[src/rtl/ahb_pkg.sv]
// ahb_pkg: shared AHB-Lite encodings and the ahb_master_bridge FSM state type.
// Contents: HTRANS codes, HSIZE codes, HBURST/HPROT constants, bridge state enum
// and a helper that maps the core's 2-bit size field to an effective AHB size.
package ahb_pkg;

  localparam logic [1:0] HTRANS_IDLE   = 2'b00;
  localparam logic [1:0] HTRANS_BUSY   = 2'b01;
  localparam logic [1:0] HTRANS_NONSEQ = 2'b10;
  localparam logic [1:0] HTRANS_SEQ    = 2'b11;

  localparam logic [2:0] HSIZE_BYTE = 3'b000;
  localparam logic [2:0] HSIZE_HALF = 3'b001;
  localparam logic [2:0] HSIZE_WORD = 3'b010;

  localparam logic [2:0] HBURST_SINGLE = 3'b000;
  localparam logic [3:0] HPROT_DEFAULT = 4'b0011;

  typedef enum logic [1:0] {
    StIdle,
    StAddr,
    StData,
    StDone
  } bridge_state_e;

  // Size code 11 has no sub-word meaning on a 32-bit bus; treat it as a word.
  function automatic logic [1:0] eff_size(input logic [1:0] size);
    return (size == 2'b11) ? HSIZE_WORD[1:0] : size;
  endfunction

endpackage

[src/rtl/ahb_lane_steer.sv]
// ahb_lane_steer: combinational byte-lane steering for a 32-bit AHB master.
// Request side: aligns the address to the access size and replicates write data
// across the lanes. Response side: extracts the addressed byte/halfword from the
// read bus, right-justified and zero-extended.
// Ports:
//   req_size, req_addr, req_wdata  in   core-side size, address, write data
//   aligned_addr, lane_wdata       out  AHB address and lane-replicated data
//   rsp_size, rsp_addr_lo          in   size and low address bits of the transfer
//   rsp_rdata                      in   raw HRDATA
//   rsp_data                       out  extracted, zero-extended read data
module ahb_lane_steer
  import ahb_pkg::*;
(
  input  logic [1:0]  req_size,
  input  logic [31:0] req_addr,
  input  logic [31:0] req_wdata,
  output logic [31:0] aligned_addr,
  output logic [31:0] lane_wdata,
  input  logic [1:0]  rsp_size,
  input  logic [1:0]  rsp_addr_lo,
  input  logic [31:0] rsp_rdata,
  output logic [31:0] rsp_data
);

  always_comb begin
    aligned_addr = req_addr;
    lane_wdata   = req_wdata;
    case (eff_size(req_size))
      2'b00: begin
        aligned_addr = req_addr;
        lane_wdata   = {4{req_wdata[7:0]}};
      end
      2'b01: begin
        aligned_addr = {req_addr[31:1], 1'b0};
        lane_wdata   = {2{req_wdata[15:0]}};
      end
      default: begin
        aligned_addr = {req_addr[31:2], 2'b00};
        lane_wdata   = req_wdata;
      end
    endcase
  end

  always_comb begin
    rsp_data = rsp_rdata;
    case (eff_size(rsp_size))
      2'b00: begin
        unique case (rsp_addr_lo)
          2'd0:    rsp_data = {24'h0, rsp_rdata[7:0]};
          2'd1:    rsp_data = {24'h0, rsp_rdata[15:8]};
          2'd2:    rsp_data = {24'h0, rsp_rdata[23:16]};
          default: rsp_data = {24'h0, rsp_rdata[31:24]};
        endcase
      end
      2'b01: begin
        rsp_data = rsp_addr_lo[1] ? {16'h0, rsp_rdata[31:16]} : {16'h0, rsp_rdata[15:0]};
      end
      default: rsp_data = rsp_rdata;
    endcase
  end

endmodule

[src/rtl/ahb_master_bridge.sv]
// ahb_master_bridge: converts the core's single-transfer request port into
// AHB-Lite master signalling, one outstanding transfer at a time.
// Optional feature macro: AHB_BRIDGE_ERR_EN (adds ahb_err, zeroes read data on
// ERROR responses). Without it, ERROR responses complete like OKAY.
// Ports:
//   clk, rst                     clock, synchronous active-high reset
//   ahb_en/ahb_wr_en/ahb_addr/ahb_wr_data/ahb_data_size   core request
//   ahb_rd_data/ahb_rd_vld/ahb_busy (/ahb_err)            core response
//   HADDR/HTRANS/HWRITE/HSIZE/HBURST/HPROT/HWDATA         AHB master outputs
//   HRDATA/HREADY/HRESP                                   AHB slave response
module ahb_master_bridge
  import ahb_pkg::*;
(
  input  logic        clk,
  input  logic        rst,
  input  logic        ahb_en,
  input  logic        ahb_wr_en,
  input  logic [31:0] ahb_addr,
  input  logic [31:0] ahb_wr_data,
  input  logic [1:0]  ahb_data_size,
  output logic [31:0] ahb_rd_data,
  output logic        ahb_rd_vld,
  output logic        ahb_busy,
`ifdef AHB_BRIDGE_ERR_EN
  output logic        ahb_err,
`endif
  output logic [31:0] HADDR,
  output logic [1:0]  HTRANS,
  output logic        HWRITE,
  output logic [2:0]  HSIZE,
  output logic [2:0]  HBURST,
  output logic [3:0]  HPROT,
  output logic [31:0] HWDATA,
  input  logic [31:0] HRDATA,
  input  logic        HREADY,
  input  logic        HRESP
);

  bridge_state_e state_q, state_d;
  logic [31:0]   haddr_q, haddr_d;
  logic [1:0]    htrans_q, htrans_d;
  logic          hwrite_q, hwrite_d;
  logic [2:0]    hsize_q, hsize_d;
  logic [31:0]   hwdata_q, hwdata_d;
  logic [31:0]   rd_data_q, rd_data_d;
  logic          rd_vld_q, rd_vld_d;
  logic          busy_q, busy_d;

  logic [31:0]   aligned_addr;
  logic [31:0]   lane_wdata;
  logic [31:0]   rsp_data;

`ifdef AHB_BRIDGE_ERR_EN
  logic          err_q, err_d;
  assign ahb_err = err_q;
`else
  logic          unused_hresp;
  assign unused_hresp = HRESP;
`endif

  // Read extraction uses the registered HADDR/HSIZE: alignment never touches
  // the address bits that select the lane for the given size.
  ahb_lane_steer u_lane_steer (
    .req_size     (ahb_data_size),
    .req_addr     (ahb_addr),
    .req_wdata    (ahb_wr_data),
    .aligned_addr (aligned_addr),
    .lane_wdata   (lane_wdata),
    .rsp_size     (hsize_q[1:0]),
    .rsp_addr_lo  (haddr_q[1:0]),
    .rsp_rdata    (HRDATA),
    .rsp_data     (rsp_data)
  );

  always_comb begin
    state_d   = state_q;
    haddr_d   = haddr_q;
    htrans_d  = HTRANS_IDLE;
    hwrite_d  = hwrite_q;
    hsize_d   = hsize_q;
    hwdata_d  = hwdata_q;
    rd_data_d = rd_data_q;
    rd_vld_d  = 1'b0;
    busy_d    = busy_q;
`ifdef AHB_BRIDGE_ERR_EN
    err_d     = 1'b0;
`endif
    unique case (state_q)
      StIdle, StDone: begin
        state_d = StIdle;
        if (ahb_en) begin
          state_d  = StAddr;
          haddr_d  = aligned_addr;
          htrans_d = HTRANS_NONSEQ;
          hwrite_d = ahb_wr_en;
          hsize_d  = {1'b0, eff_size(ahb_data_size)};
          hwdata_d = lane_wdata;
          busy_d   = 1'b1;
        end
      end
      StAddr: begin
        htrans_d = HTRANS_NONSEQ;
        if (HREADY) begin
          state_d  = StData;
          htrans_d = HTRANS_IDLE;
        end
      end
      StData: begin
        if (HREADY) begin
          state_d = StDone;
          busy_d  = 1'b0;
          if (!hwrite_q) begin
            rd_vld_d  = 1'b1;
`ifdef AHB_BRIDGE_ERR_EN
            rd_data_d = HRESP ? 32'h0 : rsp_data;
`else
            rd_data_d = rsp_data;
`endif
          end
`ifdef AHB_BRIDGE_ERR_EN
          err_d = HRESP;
`endif
        end
      end
      default: state_d = StIdle;
    endcase
  end

  always_ff @(posedge clk) begin
    if (rst) begin
      state_q   <= StIdle;
      haddr_q   <= 32'h0;
      htrans_q  <= HTRANS_IDLE;
      hwrite_q  <= 1'b0;
      hsize_q   <= HSIZE_BYTE;
      hwdata_q  <= 32'h0;
      rd_data_q <= 32'h0;
      rd_vld_q  <= 1'b0;
      busy_q    <= 1'b0;
`ifdef AHB_BRIDGE_ERR_EN
      err_q     <= 1'b0;
`endif
    end else begin
      state_q   <= state_d;
      haddr_q   <= haddr_d;
      htrans_q  <= htrans_d;
      hwrite_q  <= hwrite_d;
      hsize_q   <= hsize_d;
      hwdata_q  <= hwdata_d;
      rd_data_q <= rd_data_d;
      rd_vld_q  <= rd_vld_d;
      busy_q    <= busy_d;
`ifdef AHB_BRIDGE_ERR_EN
      err_q     <= err_d;
`endif
    end
  end

  assign HADDR       = haddr_q;
  assign HTRANS      = htrans_q;
  assign HWRITE      = hwrite_q;
  assign HSIZE       = hsize_q;
  assign HBURST      = HBURST_SINGLE;
  assign HPROT       = HPROT_DEFAULT;
  assign HWDATA      = hwdata_q;
  assign ahb_rd_data = rd_data_q;
  assign ahb_rd_vld  = rd_vld_q;
  assign ahb_busy    = busy_q;

endmodule

[config.mk]
export PLATFORM = sky130hd
export DESIGN_NAME = ahb_master_bridge
export DESIGN_NICKNAME = d
export VERILOG_FILES = /design/src/rtl/ahb_pkg.sv /design/src/rtl/ahb_lane_steer.sv /design/src/rtl/ahb_master_bridge.sv
export SDC_FILE = /design/constraint.sdc
export NUM_CORES = 1
export LEC_CHECK = 0
export CAP_MARGIN = 20
export CORE_MARGIN = 2
export CORE_UTILIZATION = 63
export DETAILED_ROUTE_END_ITERATION = 12
export DONT_BUFFER_PORTS = 1
export MAX_ROUTING_LAYER = met4
export PLACE_DENSITY = 0.9
export RECOVER_POWER = 25
export SKIP_CTS_REPAIR_TIMING = 1
export SLEW_MARGIN = 10
export SYNTH_ARGS = -nofsm -noshare
export SYNTH_HDL_FRONTEND = slang
export SYNTH_SLANG_ARGS = --single-unit
[constraint.sdc]
create_clock -name clk -period 1.73 [get_ports clk]
set_input_delay 0.346 -clock clk [delete_from_list [all_inputs] [get_ports clk]]
set_output_delay 0.346 -clock clk [all_outputs]
set_load 0.01 [all_outputs]
==> flow_summary.ini, run 1 <==
[die]
die_w_um = 89.1
start_util_pct = 63.9
core_region_area_um2 = 7140
design.portCount = 215
rows = 31
die_h_um = 89.1
die_area_um2 = 7930

[sta]
setup_viol = 0
max_freq_mhz = 625
finClkSkew_ns = 0.00592
period_minus_slack_ns = 1.60
post-route-period-util_pct = 92.4
slew_viol_final = 0
rsz0062_at_grt = no
worst_slack_ns = 0.131
tns_ns = 0
hold_violations = 0

[setup_path]
required_ns = 1.99
path_class = reg -> reg
slowest_stage = dfxtp_1
cp_cell_sequence = inv_1 -> ha_1 -> and2_4 -> buf_12 -> nor2_1 -> a311oi_1
critical_path_buf_inv_count = 2
worst_ep_arrival_time_ns = 1.86
cp-end-kind = register
path_delay_family = flip-flops
crit_path_max_incr_delay_ns = 0.37
worstPathMaxFanout = 25
startpoint_type = register

[pwr]
swShare_pct = 36.6
cellPowerDensity_nw_per_um2 = 1360
intPower_w = 0.00405
switchingPower_w = 0.00234
leakage_nw = 1.71
power_frac_comb_pct = 26.6
seqPwrFrac_pct = 52.2
clkPwrFrac_pct = 21.1
ir_drop_uv = 649

[finish]
drive_gt1_share_pct = 9.96
area_delta_synth_final_pct = 3.21
n_antenna_cell = 0
stdcell_count = 601
final_util_pct = 65.9
num-nets-final = 603
design_area_um2 = 4700

[placement]
pre_cts_ws_ns = 0.0637
gp_congestion = 0.911
place_inst = 584
place_area_um2 = 4500
hpwl_um = 8250
port_buffers = 0

[clock_tree]
clockBufferDepth = 2
cts_tree = yes
clkTransAtPathRegs_ns = 0.10
cts.sinks = 104
clk_latency_ns = 0.36
root_buffer = clkbuf_8
numCtsBuffers = 9
cts-htree-levels = 3

[synth]
seq_area_frac_synth_pct = 45.7
yosysWarnings = 0
syn_avg_cell_area_um2 = 8.77
syn_area_um2 = 4560
synth-seq-cells = 104
syn_inst = 520
ys_types = 41
synth_edf_count = 0
ys.flop_type = dfxtp_1
synthArstFlopShare_pct = 0

[route]
drt_iter0_markers = 154
num_vias = 3750
wl_per_cell_um = 19.4
postRouteAntennaNets = 0
drt-vias-per-instance = 6.24
first_pass_iters = 5
totalWireLength_um = 11600
drc = 0

[global_routing]
grt_max_degree = 90
grt.overflow.total = 0
met3_usage_pct = 10.9
grt_use_met2_pct = 47.9
gr-usage-met1_pct = 29.3
grt_pass1_wl_um = 16600
grt_antenna_before_repair = 0
grt_usage_pct = 28.0
grt_pass1_vias = 3379
busiest_layer = met2

[run_status]
status = finished, final reports clean

[flow_run]
cap_viol_max_count = 0

[worst_hold_path]
hold_class = in -> reg
==> cells in the mapped netlist, drive strengths merged (5+ instances only) <==
master / n / area, um2
a211oi: 16 / 120
o21ai: 16 / 80.1
nor3: 8 / 40.0
inv: 5 / 18.8
a21oi: 54 / 270
mux2i: 10 / 100
or3b: 8 / 70.1
nand2: 111 / 417
a311oi: 22 / 193
o211ai: 9 / 67.6
o41ai: 7 / 68.8
nand2b: 9 / 56.3
nor2b: 9 / 63.8
clkbuf: 13 / 48.8
nor2: 29 / 131
a22o: 16 / 140
dfxtp: 104 / 2080
and3b: 9 / 78.8
mux2: 8 / 90.1
buf: 40 / 280
==> placed cells by master, fill, tap and decap left out, types with 2 or more instances in the layout <==
cell	count
clkbuf_8	9
buf_4	8
nand2_1	110
or3b_1	4
mux2i_1	10
clkinvlp_4	5
ha_1	2
o211ai_1	9
conb_1	9
nor3_1	8
or3b_2	4
nand3b_1	2
dfxtp_1	104
a22o_1	16
and3b_1	8
nor2_1	26
or2_2	2
a311oi_1	22
a21oi_1	54
buf_12	3
o21ai_0	15
o41ai_1	6
a211oi_1	16
nand2b_1	9
nor2b_1	8
nor2_4	3
inv_1	5
mux2_2	8
==> metal layers <==
| metal | up-vias | wire length (um) |
|---|---|---|
| li1 | 1757 | - |
| met1 | 1769 | 4200 |
| met4 | 0 | 245 |
| met5 | - | 0 |
| met2 | 202 | 5950 |
| met3 | 22 | 1240 |
==> sequential cells by signal (all words and copies together), names as in the netlist <==
| name | count |
|---|---|
| HSIZE | 2 |
| ahb_rd_data | 32 |
| HADDR | 32 |
| state_q | 2 |
| ahb_rd_vld | 1 |
| ahb_busy | 1 |
| HTRANS | 1 |
| HWRITE | 1 |
| HWDATA | 32 |
==> power by group through the flow <==
stage | combinational, W | clock, W | sequential (W)
finish | 0.00170 | 0.00135 | 0.00334
global route | 0.00190 | 0.00148 | 0.00339
CTS | 0.00161 | 0.00137 | 0.00334
detailed placement | 0.00161 | 0 | 0.00339
global placement | 0.00152 | 0 | 0.00338
floorplan | 0.00139 | 0 | 0.00328
==> per-stage QoR <==
| step | power, W | hold WS (ns) |
|---|---|---|
| 3_3_place_gp | 0.00490 | 0.420 |
| 3_5_place_dp | 0.00500 | 0.422 |
| 6_report | 0.00638 | 0.0451 |
| 4_1_cts | 0.00632 | 0.0345 |
| 2_1_floorplan | 0.00468 | 0.472 |
| 5_1_grt | 0.00677 | 0.0212 |
==> cells by family after synthesis <==
logic type / after synthesis / synth area share [%]
other: 2 / 0.165
and+or+nand+nor: 192 / 20.2
muxes: 19 / 4.67
adders and majority gates: 2 / 0.549
DFF: 104 / 45.7
buffers and inverters: 58 / 7.63
AOI/OAI and AO/OA: 143 / 21.1
==> cell type report <==
cell class / count / area (um2)
multi-input combinational: 365 / 2160
sequential: 104 / 2080
fill: 621 / 2430
tap: 99 / 124
clock buffer: 10 / 128
timing repair buffer: 12 / 145
clock inverter: 6 / 46.3
inverter: 5 / 18.8
==> worst paths after layout <==
kind / cells past startpoint / start / slack (ns) / to
worst max-delay path: 6 / state_q[0]$_SDFFE_PP0P_ / 0.13 / HWDATA[8]$_SDFFE_PP0P_
worst min-delay path: 1 / rst / 0.05 / HADDR[31]$_SDFFE_PP0P_
worst max register to register: 6 / state_q[0]$_SDFFE_PP0P_ / 0.13 / HWDATA[8]$_SDFFE_PP0P_
worst min register to register: 2 / HWDATA[31]$_SDFFE_PP0P_ / 0.50 / HWDATA[31]$_SDFFE_PP0P_
(Power assumes the default switching activity.)
==> run 2, diff against run 1 <==
Settings changed: CELL_PAD_IN_SITES_DETAIL_PLACEMENT set to 0, CELL_PAD_IN_SITES_GLOBAL_PLACEMENT set to 1, CORE_UTILIZATION 63 to 45, PLACE_DENSITY 0.9 to 0.78.
==> flow_summary.ini, run 2 (synthesized netlist as in run 1, its figures left out) <==
[finish]
num-nets-final = 605
stdcell_count = 637
final_common_cell = nand2_1
regArea_um2 = 2080
area_delta_synth_final_pct = 5.76
multi_input_area_um2 = 2160
drive_gt1_share_pct = 10.5
n_antenna_cell = 0
n_fill_cell = 964
mostFrequentLayoutCells = nand2_1, dfxtp_1, a21oi_1, nor2_1, a311oi_1

[route]
first_pass_iters = 4
drt-vias-per-instance = 5.73
drc = 0
wl_per_cell_um = 19.2
totalWireLength_um = 12200
postRouteAntennaNets = 0
num_vias = 3647
drt_iter0_markers = 196

[setup_path]
crit_path_max_incr_delay_ns = 0.36
reg2reg_to = HWDATA[22]$_SDFFE_PP0P_
crit_cells = 6
required_ns = 2.01
ff2ff_setup_slack_ns = 0.16
worstPathMaxFanout = 19
path_delay_family = flip-flops
critical_path_buf_inv_count = 2
cp_cell_sequence = inv_1 -> ha_1 -> and2_4 -> buf_6 -> nor2_1 -> a211oi_1
startpoint_type = register
crit_path_end = HWDATA[22]$_SDFFE_PP0P_
r2r_start = state_q[0]$_SDFFE_PP0P_
worst_ep_arrival_time_ns = 1.86
critPathLaunch = state_q[0]$_SDFFE_PP0P_
slowest_stage = dfxtp_1
cp-end-kind = register
worstRegToRegCells = 6
path_class = reg -> reg

[pwr]
leakage_nw = 1.76
cellPowerDensity_nw_per_um2 = 1390
ir_drop_uv = 643

[run_status]
status = finished, final reports clean

[die]
die_w_um = 105
design.portCount = 215
die_h_um = 105
core_region_area_um2 = 9820
start_util_pct = 46.4
die_area_um2 = 11000
rows = 36

[global_routing]
grt.overflow.total = 0
grt_pass1_vias = 3401
grt_usage_pct = 22.4
grt_pass1_wl_um = 18800
grt_max_degree = 90
grt_antenna_before_repair = 0

[clock_tree]
clockBufferDepth = 2
cts-htree-levels = 3
root_buffer = clkbuf_8
cts.sinks = 104
clkTransAtPathRegs_ns = 0.10
numCtsBuffers = 9
clk_latency_ns = 0.37
cts_tree = yes

[sta]
hold_violations = 0
period_minus_slack_ns = 1.57
setup_viol = 0
rsz0062_at_grt = no
max_freq_mhz = 636
post-route-period-util_pct = 90.9
worst_slack_ns = 0.158
slew_viol_final = 0
tns_ns = 0
whs_ns = 0.0472
finClkSkew_ns = 0.00458

[placement]
pre_cts_ws_ns = 0.101
hpwl_um = 8630
port_buffers = 0
gp_congestion = 0.891
place_inst = 620

[worst_hold_path]
hold_class = in -> reg

[flow_run]
cap_viol_max_count = 0
[run 2: changes by cell type in the layout (fill, tap and decap cells not counted)]
cell | previous run | this run
clkinvlp_4 | 5 | 1
clkinv_2 | 0 | 1
buf_12 | 3 | 4
bufinv_16 | 0 | 1
clkbuf_8 | 9 | 12
clkbuf_1 | 1 | 0
buf_6 | 0 | 1
[run 2: metrics by stage]
| step | instance area (um2) | power, W | utilization, % |
|---|---|---|---|
| 6_report | 4820 | 0.00669 | 49.1 |
| 3_3_place_gp | 4570 | 0.00498 | 46.6 |
| 2_1_floorplan | 4580 | 0.00468 | - |
| 4_1_cts | 4790 | 0.00668 | 48.8 |
| 5_1_grt | 4820 | 0.00713 | 49.1 |
| 3_5_place_dp | 4570 | 0.00505 | 46.6 |
[run 2: power breakdown]
group / switching, W / leakage, nW / internal (W)
clock: 0.000830 / 0.109 / 0.000788
combinational: 0.00100 / 0.798 / 0.000726
sequential: 0.000509 / 0.851 / 0.00283
[run 2: worst reg2reg max path, stage by stage, from the launching register on]
cell,delay (ns)
dfxtp_1,0.36
inv_1,0.05
ha_1,0.36
and2_4,0.24
buf_6,0.19
nor2_1,0.06
a211oi_1,0.23
[run 2: area by class of cell]
cell class / instances / area share [%]
clock inverter: 4 / 1.06
multi-input combinational: 365 / 44.8
sequential: 104 / 43.2
clock buffer: 12 / 3.43
tap: 133 / 3.45
timing repair buffer: 14 / 3.66
inverter: 5 / 0.389
[run 2: layer usage]
layer  track usage, %  wire length [um]
met5                -                 0
met4             8.67               244
met3             9.17              1280
met2             34.9              5740
met1             25.7              4970
[run 2: how the worst min path moves through the flow]
stage	from	end	slack [ns]	cells past startpoint
after detailed placement	rst	ahb_rd_data[15]$_SDFFE_PP0P_	0.43	1
after CTS	rst	HWDATA[30]$_SDFFE_PP0P_	0.02	1
after floorplan	HRDATA[21]	ahb_rd_data[21]$_SDFFE_PP0P_	0.47	1
after global placement	rst	HADDR[31]$_SDFFE_PP0P_	0.43	1
after global routing	rst	state_q[0]$_SDFFE_PP0P_	0.02	1
final	rst	state_q[1]$_SDFFE_PP0P_	0.05	1
